**src/rtl/b06_pkg.sv**
```systemverilog
// Shared encodings for the b06 interrupt-handshake controller and its requester peer.
// Controller codes are 2-bit (cc_mux, uscite) pairs; peer states are the requester FSM.
package b06_pkg;

  typedef enum logic [2:0] {
    s_init, s_wait, s_enin, s_enin_w, s_intr, s_intr_1, s_intr_w
  } ctl_state_t;

  localparam logic [1:0] cc_nop     = 2'b01;
  localparam logic [1:0] cc_enin    = 2'b01;
  localparam logic [1:0] cc_intr    = 2'b10;
  localparam logic [1:0] cc_ackin   = 2'b11;
  localparam logic [1:0] out_ack    = 2'b00;
  localparam logic [1:0] out_norm   = 2'b01;
  localparam logic [1:0] out_intr_w = 2'b11;

  typedef enum logic [1:0] {P_IDLE, P_REQ, P_HOLD, P_REL} peer_state_t;

  typedef struct packed {
    logic [1:0] cc_mux;
    logic [1:0] uscite;
  } ctl_code_t;

  function automatic logic code_is(input ctl_code_t c, input logic [1:0] cc, input logic [1:0] us);
    return (c.cc_mux == cc) && (c.uscite == us);
  endfunction

endpackage

```
**src/rtl/b06_cont_cmp.sv**
```systemverilog
// Free-running enable counter with a registered equality flag against cmp_val.
// One cycle from cnt to cont_eql; no backpressure, wraps silently.
module b06_cont_cmp
  import b06_pkg::*;
#(
  parameter int CNT_W = 4
) (
  input  logic             clock,
  input  logic             reset,
  input  logic             enable_count,
  input  logic [CNT_W-1:0] cmp_val,
  output logic             cont_eql
);

  logic [CNT_W-1:0] cnt;

  // The flag compares the pre-increment count, so it trails cnt by one cycle.
  always_ff @(posedge clock) begin
    if (reset) begin
      cnt      <= '0;
      cont_eql <= 1'b0;
    end else begin
      cont_eql <= (cnt == cmp_val);
      if (enable_count) cnt <= cnt + 1'b1;
    end
  end

endmodule

```
**src/rtl/b06_peer.sv**
```systemverilog
// Requester opposite the b06 controller: raises eql, holds it after ack, waits for release, times out.
// Outputs registered; req_start ignored while busy or on the req_done cycle. Option: B06_PEER_ACKCHK_EN.
module b06_peer
  import b06_pkg::*;
#(
  parameter int CNT_W    = 4,
  parameter int HOLD_CYC = 3,
  parameter int TMO_CYC  = 8
) (
  input  logic             clock,
  input  logic             reset,
  input  logic [1:0]       cc_mux,
  input  logic [1:0]       uscite,
  input  logic             enable_count,
  input  logic             ackout,
  input  logic             req_start,
  input  logic [CNT_W-1:0] cmp_val,
  output logic             eql,
  output logic             cont_eql,
  output logic             busy,
  output logic             req_done,
  output logic             grant_intr,
  output logic             err
);

  peer_state_t state;
  ctl_code_t   code;
  logic [3:0]  hold_cnt;
  logic [7:0]  tmo_cnt;
  logic        ack_seen, rel_enin, rel_intr, tmo_hit, fsm_err;

  assign code     = '{cc_mux: cc_mux, uscite: uscite};
  assign ack_seen = code_is(code, cc_ackin, out_ack);
  assign rel_enin = code_is(code, cc_enin, out_norm);
  assign rel_intr = code_is(code, cc_intr, out_intr_w);
  assign tmo_hit  = (tmo_cnt == 8'(TMO_CYC - 1));
  assign busy     = (state != P_IDLE);

  b06_cont_cmp #(.CNT_W(CNT_W)) u_cont_cmp (
    .clock        (clock),
    .reset        (reset),
    .enable_count (enable_count),
    .cmp_val      (cmp_val),
    .cont_eql     (cont_eql)
  );

  always_ff @(posedge clock) begin
    if (reset) begin
      state      <= P_IDLE;
      eql        <= 1'b0;
      req_done   <= 1'b0;
      grant_intr <= 1'b0;
      fsm_err    <= 1'b0;
      hold_cnt   <= '0;
      tmo_cnt    <= '0;
    end else begin
      req_done   <= 1'b0;
      grant_intr <= 1'b0;
      fsm_err    <= 1'b0;
      case (state)
        P_IDLE: begin
          if (req_start && !req_done) begin
            eql     <= 1'b1;
            tmo_cnt <= '0;
            state   <= P_REQ;
          end
        end
        // Ack is tested first so it wins over a coincident timeout.
        P_REQ: begin
          if (ack_seen) begin
            hold_cnt <= 4'(HOLD_CYC - 1);
            state    <= P_HOLD;
          end else if (tmo_hit) begin
            eql     <= 1'b0;
            fsm_err <= 1'b1;
            state   <= P_IDLE;
          end else begin
            tmo_cnt <= tmo_cnt + 1'b1;
          end
        end
        P_HOLD: begin
          if (hold_cnt == '0) begin
            eql   <= 1'b0;
            state <= P_REL;
          end else begin
            hold_cnt <= hold_cnt - 1'b1;
          end
        end
        P_REL: begin
          if (rel_enin) begin
            req_done <= 1'b1;
            state    <= P_IDLE;
          end else if (rel_intr) begin
            req_done   <= 1'b1;
            grant_intr <= 1'b1;
            state      <= P_IDLE;
          end
        end
        default: state <= P_IDLE;
      endcase
    end
  end

`ifdef B06_PEER_ACKCHK_EN
  logic armed, cont_eql_q, chk_err, done_next;

  assign done_next = (state == P_REL) && (rel_enin || rel_intr);

  // Checker stays quiet for the first cycle out of reset and never overlaps req_done.
  always_ff @(posedge clock) begin
    if (reset) begin
      armed      <= 1'b0;
      cont_eql_q <= 1'b0;
      chk_err    <= 1'b0;
    end else begin
      armed      <= 1'b1;
      cont_eql_q <= cont_eql;
      chk_err    <= armed && !done_next &&
                    ((enable_count != ackout) || (!cont_eql_q && !ackout));
    end
  end

  assign err = fsm_err | chk_err;
`else
  logic unused_ackout;
  assign unused_ackout = ackout;
  assign err = fsm_err;
`endif

endmodule
```
**config.mk**
```make
export PLATFORM = sky130hd
export DESIGN_NAME = b06_peer
export DESIGN_NICKNAME = d
export VERILOG_FILES = /design/src/rtl/b06_pkg.sv /design/src/rtl/b06_cont_cmp.sv /design/src/rtl/b06_peer.sv
export SDC_FILE = /design/constraint.sdc
export NUM_CORES = 1
export LEC_CHECK = 0
export BUFFER_PORTS_ARGS = -buffer_cell sky130_fd_sc_hd__clkbuf_2
export CORE_MARGIN = 1
export CORE_UTILIZATION = 40
export DETAILED_ROUTE_END_ITERATION = 10
export PLACE_DENSITY_LB_ADDON = 0.05
export SYNTH_ARGS = -nofsm -noshare
export SYNTH_HDL_FRONTEND = slang
export SYNTH_SLANG_ARGS = --single-unit
```
**constraint.sdc**
```tcl
create_clock -name clock -period 2.8 [get_ports clock]
set_clock_uncertainty 0.15 [all_clocks]
set_input_delay 0.56 -clock clock [delete_from_list [all_inputs] [get_ports clock]]
set_output_delay 0.56 -clock clock [all_outputs]
set_load 0.01 [all_outputs]
```
==> out/qor.log <==
[outcome] outcome completed
[sta] final setup fails 0
[cts] Resize count post-CTS 0
[floorplanning] core footprint 3050 um2
[floorplanning] Die Y 58.5 um
[route] count of TritonRoute iterations in the first routing pass 4
[power_and_ir_drop] worst supply voltage drop on vdd 298 uV
[synth] Top FF cell, synth sky130_fd_sc_hd__dfxtp_1
[cts] clock tree from TritonCTS yes
[cts] cts bufs inserted 3
[cts] clock latency on the worst-skew pair 0.33 ns
[power_and_ir_drop] Leak Pwr 0.548 nW
[placement] Routability Congestion 0.814
[sta] Peak Freq 0.464 GHz
[placement] HPWL after DPL 1.98 mm
[setup_path] slack of the worst reg-to-reg path 0.64 ns
[finish] commonest non-fill, non-tap cells in the layout sky130_fd_sc_hd__dfxtp_1 (23), sky130_fd_sc_hd__clkbuf_2 (17), sky130_fd_sc_hd__nor2_1 (13), sky130_fd_sc_hd__nand2_1 (13), sky130_fd_sc_hd__ha_1 (9)
[route] post-detailed-route count of antenna-violating nets 0
[synth] Cell Area, Synth 1280 um2
[synth] Post-Synthesis Net Count 169
[setup_path] kind of end point of the critical path flip-flop
[synth] count of mapped cells out of synthesis 147
[setup_path] master of the slowest instance on the critical path sky130_fd_sc_hd__a211oi_1
[global_routing] global-route wire length before repair 4.31 mm
[synth] total of flip-flops plus latches after synthesis 23
[finish] Total Nets Final 188
[sta] Min Clock Period, post-route 2.16 ns
[setup_path] startpoint-to-endpoint class of the critical path reg2reg
[floorplanning] overall die area 3420 um2
[floorplanning] die boundary width 58.5 um
[cts] maximum level of the CTS H-tree 1
[sta] setup TNS 0 ns
[floorplanning] top-level I/O count 19
[floorplanning] Core Rows 20
[setup_path] Worst EP arrival 2.23 ns
[cts] total number of clock tree sinks 23
[synth] portion of the post-synthesis area used by sequential elements 36.0%
[power_and_ir_drop] Power per Cell Area 504 nW/um2
[setup_path] Worst path most repeated cell sky130_fd_sc_hd__nor2_1
[route] First DRT Iteration DRCs 30
[finish] Final Util 46.7%
[sta] number of max-slew violations in the final report 0
[finish] area added between synthesis and finish 11.7%
[setup_path] slowest cell delay on critical path 0.56 ns
[cts] Worst-path clk slew 0.15 ns
[finish] count of filler cells inserted in the layout 334
[route] final routed wirelength across all metal layers 2.59 mm
[global_routing] antenna violations before repair 0
[synth] post-synthesis cell type count 41
[route] vias post-DR 1,097
[synth] Yosys warnings 0
[setup_path] required time worst endpoint 2.88 ns
[floorplanning] initial core utilization 41.8%
[setup_path] peak fanout along the critical path 10
[route] routed wirelength normalized by instance count 12.4 um
[setup_path] cell-by-cell listing of the critical path inv_1, ha_1, nor2_1, a211oi_1, nand2_1, xor2_1, nor2_1
[sta] max_slew headroom 58.0%
[route] post-DR vias/cell 5.25
[synth] FFs w/ async S/R, synth 0%
[finish] most frequent standard cell in the layout excluding fill and tap cells sky130_fd_sc_hd__dfxtp_1
[synth] mean post-synth cell area 8.69 um2
[global_routing] number of global-route vias before repair 977
[placement] quantity of I/O buffers inserted on ports 17
[synth] count of flip-flops with a built-in enable after synthesis 0
[cts] Clock Path Buffers 2
[sta] setup repair after global routing missed its margin false
[finish] antenna diode count 0
[sta] Final period util 77.0%
[worst_hold_path] worst hold path type reg2reg
[global_routing] combined global-route utilization of all metal layers 16.5%
[cts] post-CTS setup repair buffer count 0
[setup_path] startpoint class of the critical path flip-flop
[finish] sequential standard cell area 460 um2
[finish] multi-input combinational cell area 768 um2
[run] max-cap violations 0
[sta] transition time at the pin with the least slew margin 0.627 ns
[global_routing] pin count of the biggest net entering global routing 16
[cts] Root Buffer Master sky130_fd_sc_hd__clkbuf_4
[global_routing] GRT Residual Overflow 0
[sta] hold slack final 0.330 ns
[sta] number of hold violations in the final report 0
[route] DRC Markers 0
[cts] Hold-fix buffers, CTS 0
[finish] fraction of layout instances using a drive strength above 1 16.4%
==> cells by family after synthesis <==
group / count (synthesis) / synth area share [%]
AND/OR/NAND/NOR: 61 / 26.4
adder cells (fa/ha/maj): 9 / 8.82
flip-flops: 23 / 36.0
multiplexers: 1 / 0.784
buffers and inverters: 11 / 3.82
XOR/XNOR: 10 / 6.86
AO/OA/AOI/OAI: 32 / 17.2
==> cells in the mapped netlist, drive strengths merged (2+ instances only) <==
| master | count | share of area (%) |
|---|---|---|
| or3b | 2 | 1.4 |
| xor2 | 5 | 3.4 |
| or4 | 2 | 1.5 |
| or3 | 5 | 2.8 |
| nor4bb | 2 | 1.6 |
| inv | 8 | 2.4 |
| xnor2 | 5 | 3.4 |
| dfxtp | 23 | 36 |
| ha | 9 | 8.8 |
| o21ai | 7 | 2.7 |
| nor3 | 5 | 2.0 |
| nand3 | 6 | 2.4 |
| o211ai | 3 | 1.8 |
| nor2b | 2 | 0.98 |
| nand4 | 3 | 1.5 |
| clkbuf | 2 | 0.59 |
| nand2 | 13 | 3.8 |
| a22oi | 2 | 1.2 |
| nand2b | 2 | 0.98 |
| a21o | 2 | 1.2 |
| a211oi | 2 | 1.2 |
| nor4 | 2 | 0.98 |
| a21oi | 9 | 3.8 |
| nor2 | 13 | 3.8 |
==> through the flow <==
step	cells	total power [mW]	setup slack, ns	area (um2)
finish	209	0.719	0.645	1430
global route	209	0.772	0.402	1430
CTS	209	0.728	0.637	1430
detailed placement	205	0.567	0.539	1400
global placement	205	0.563	0.541	1400
floorplan	147	0.523	0.811	1280
==> state kept, by name (all words and copies together) (netlist names), named ones only <==
register / flops
req_done: 1
u_cont_cmp.cnt: 4
state: 1
err: 1
u_cont_cmp.cont_eql: 1
eql: 1
grant_intr: 1
hold_cnt: 4
tmo_cnt: 8
==> worst max-delay path: cells and delay by family (launching register included) <==
| family | cells | cell delay (ns) |
|---|---|---|
| xor+xnor | 1 | 0.16 |
| simple gates | 3 | 0.30 |
| fa+ha+maj | 1 | 0.40 |
| compound gates | 1 | 0.56 |
| flops | 1 | 0.37 |
| buf+inv | 1 | 0.11 |
==> final cells by class <==
class | instances | share of cell area (%)
clock buffer | 3 | 1.58
clock inverter | 1 | 0.351
inverter | 8 | 2.11
multi-input combinational | 113 | 53.9
sequential | 23 | 32.3
tap | 44 | 3.86
timing repair buffer | 17 | 5.96
==> power breakdown <==
| part | internal (mW) | total [mW] | switching [mW] |
|---|---|---|---|
| Sequential | 0.350 | 0.372 | 0.0216 |
| Combinational | 0.0771 | 0.187 | 0.110 |
| Clock | 0.0535 | 0.160 | 0.107 |
| Total | 0.481 | 0.719 | 0.239 |
==> metal layers <==
layer	part of all wire, %	vias up	global-route usage [%]
met1	47	525	19.2
li1	-	562	-
met5	0	-	0
met4	0.81	0	6.46
met3	2.5	2	4.62
met2	50	8	28.6
==> path summary, 6_finish.rpt <==
path,from,depth (start not counted),endpoint
min reg2reg,eql,2,eql
min,eql,2,eql
max,flip-flop,7,hold_cnt[3]
max reg2reg,flip-flop,7,hold_cnt[3]
No activity file was read; power rests on OpenSTA's default activity.
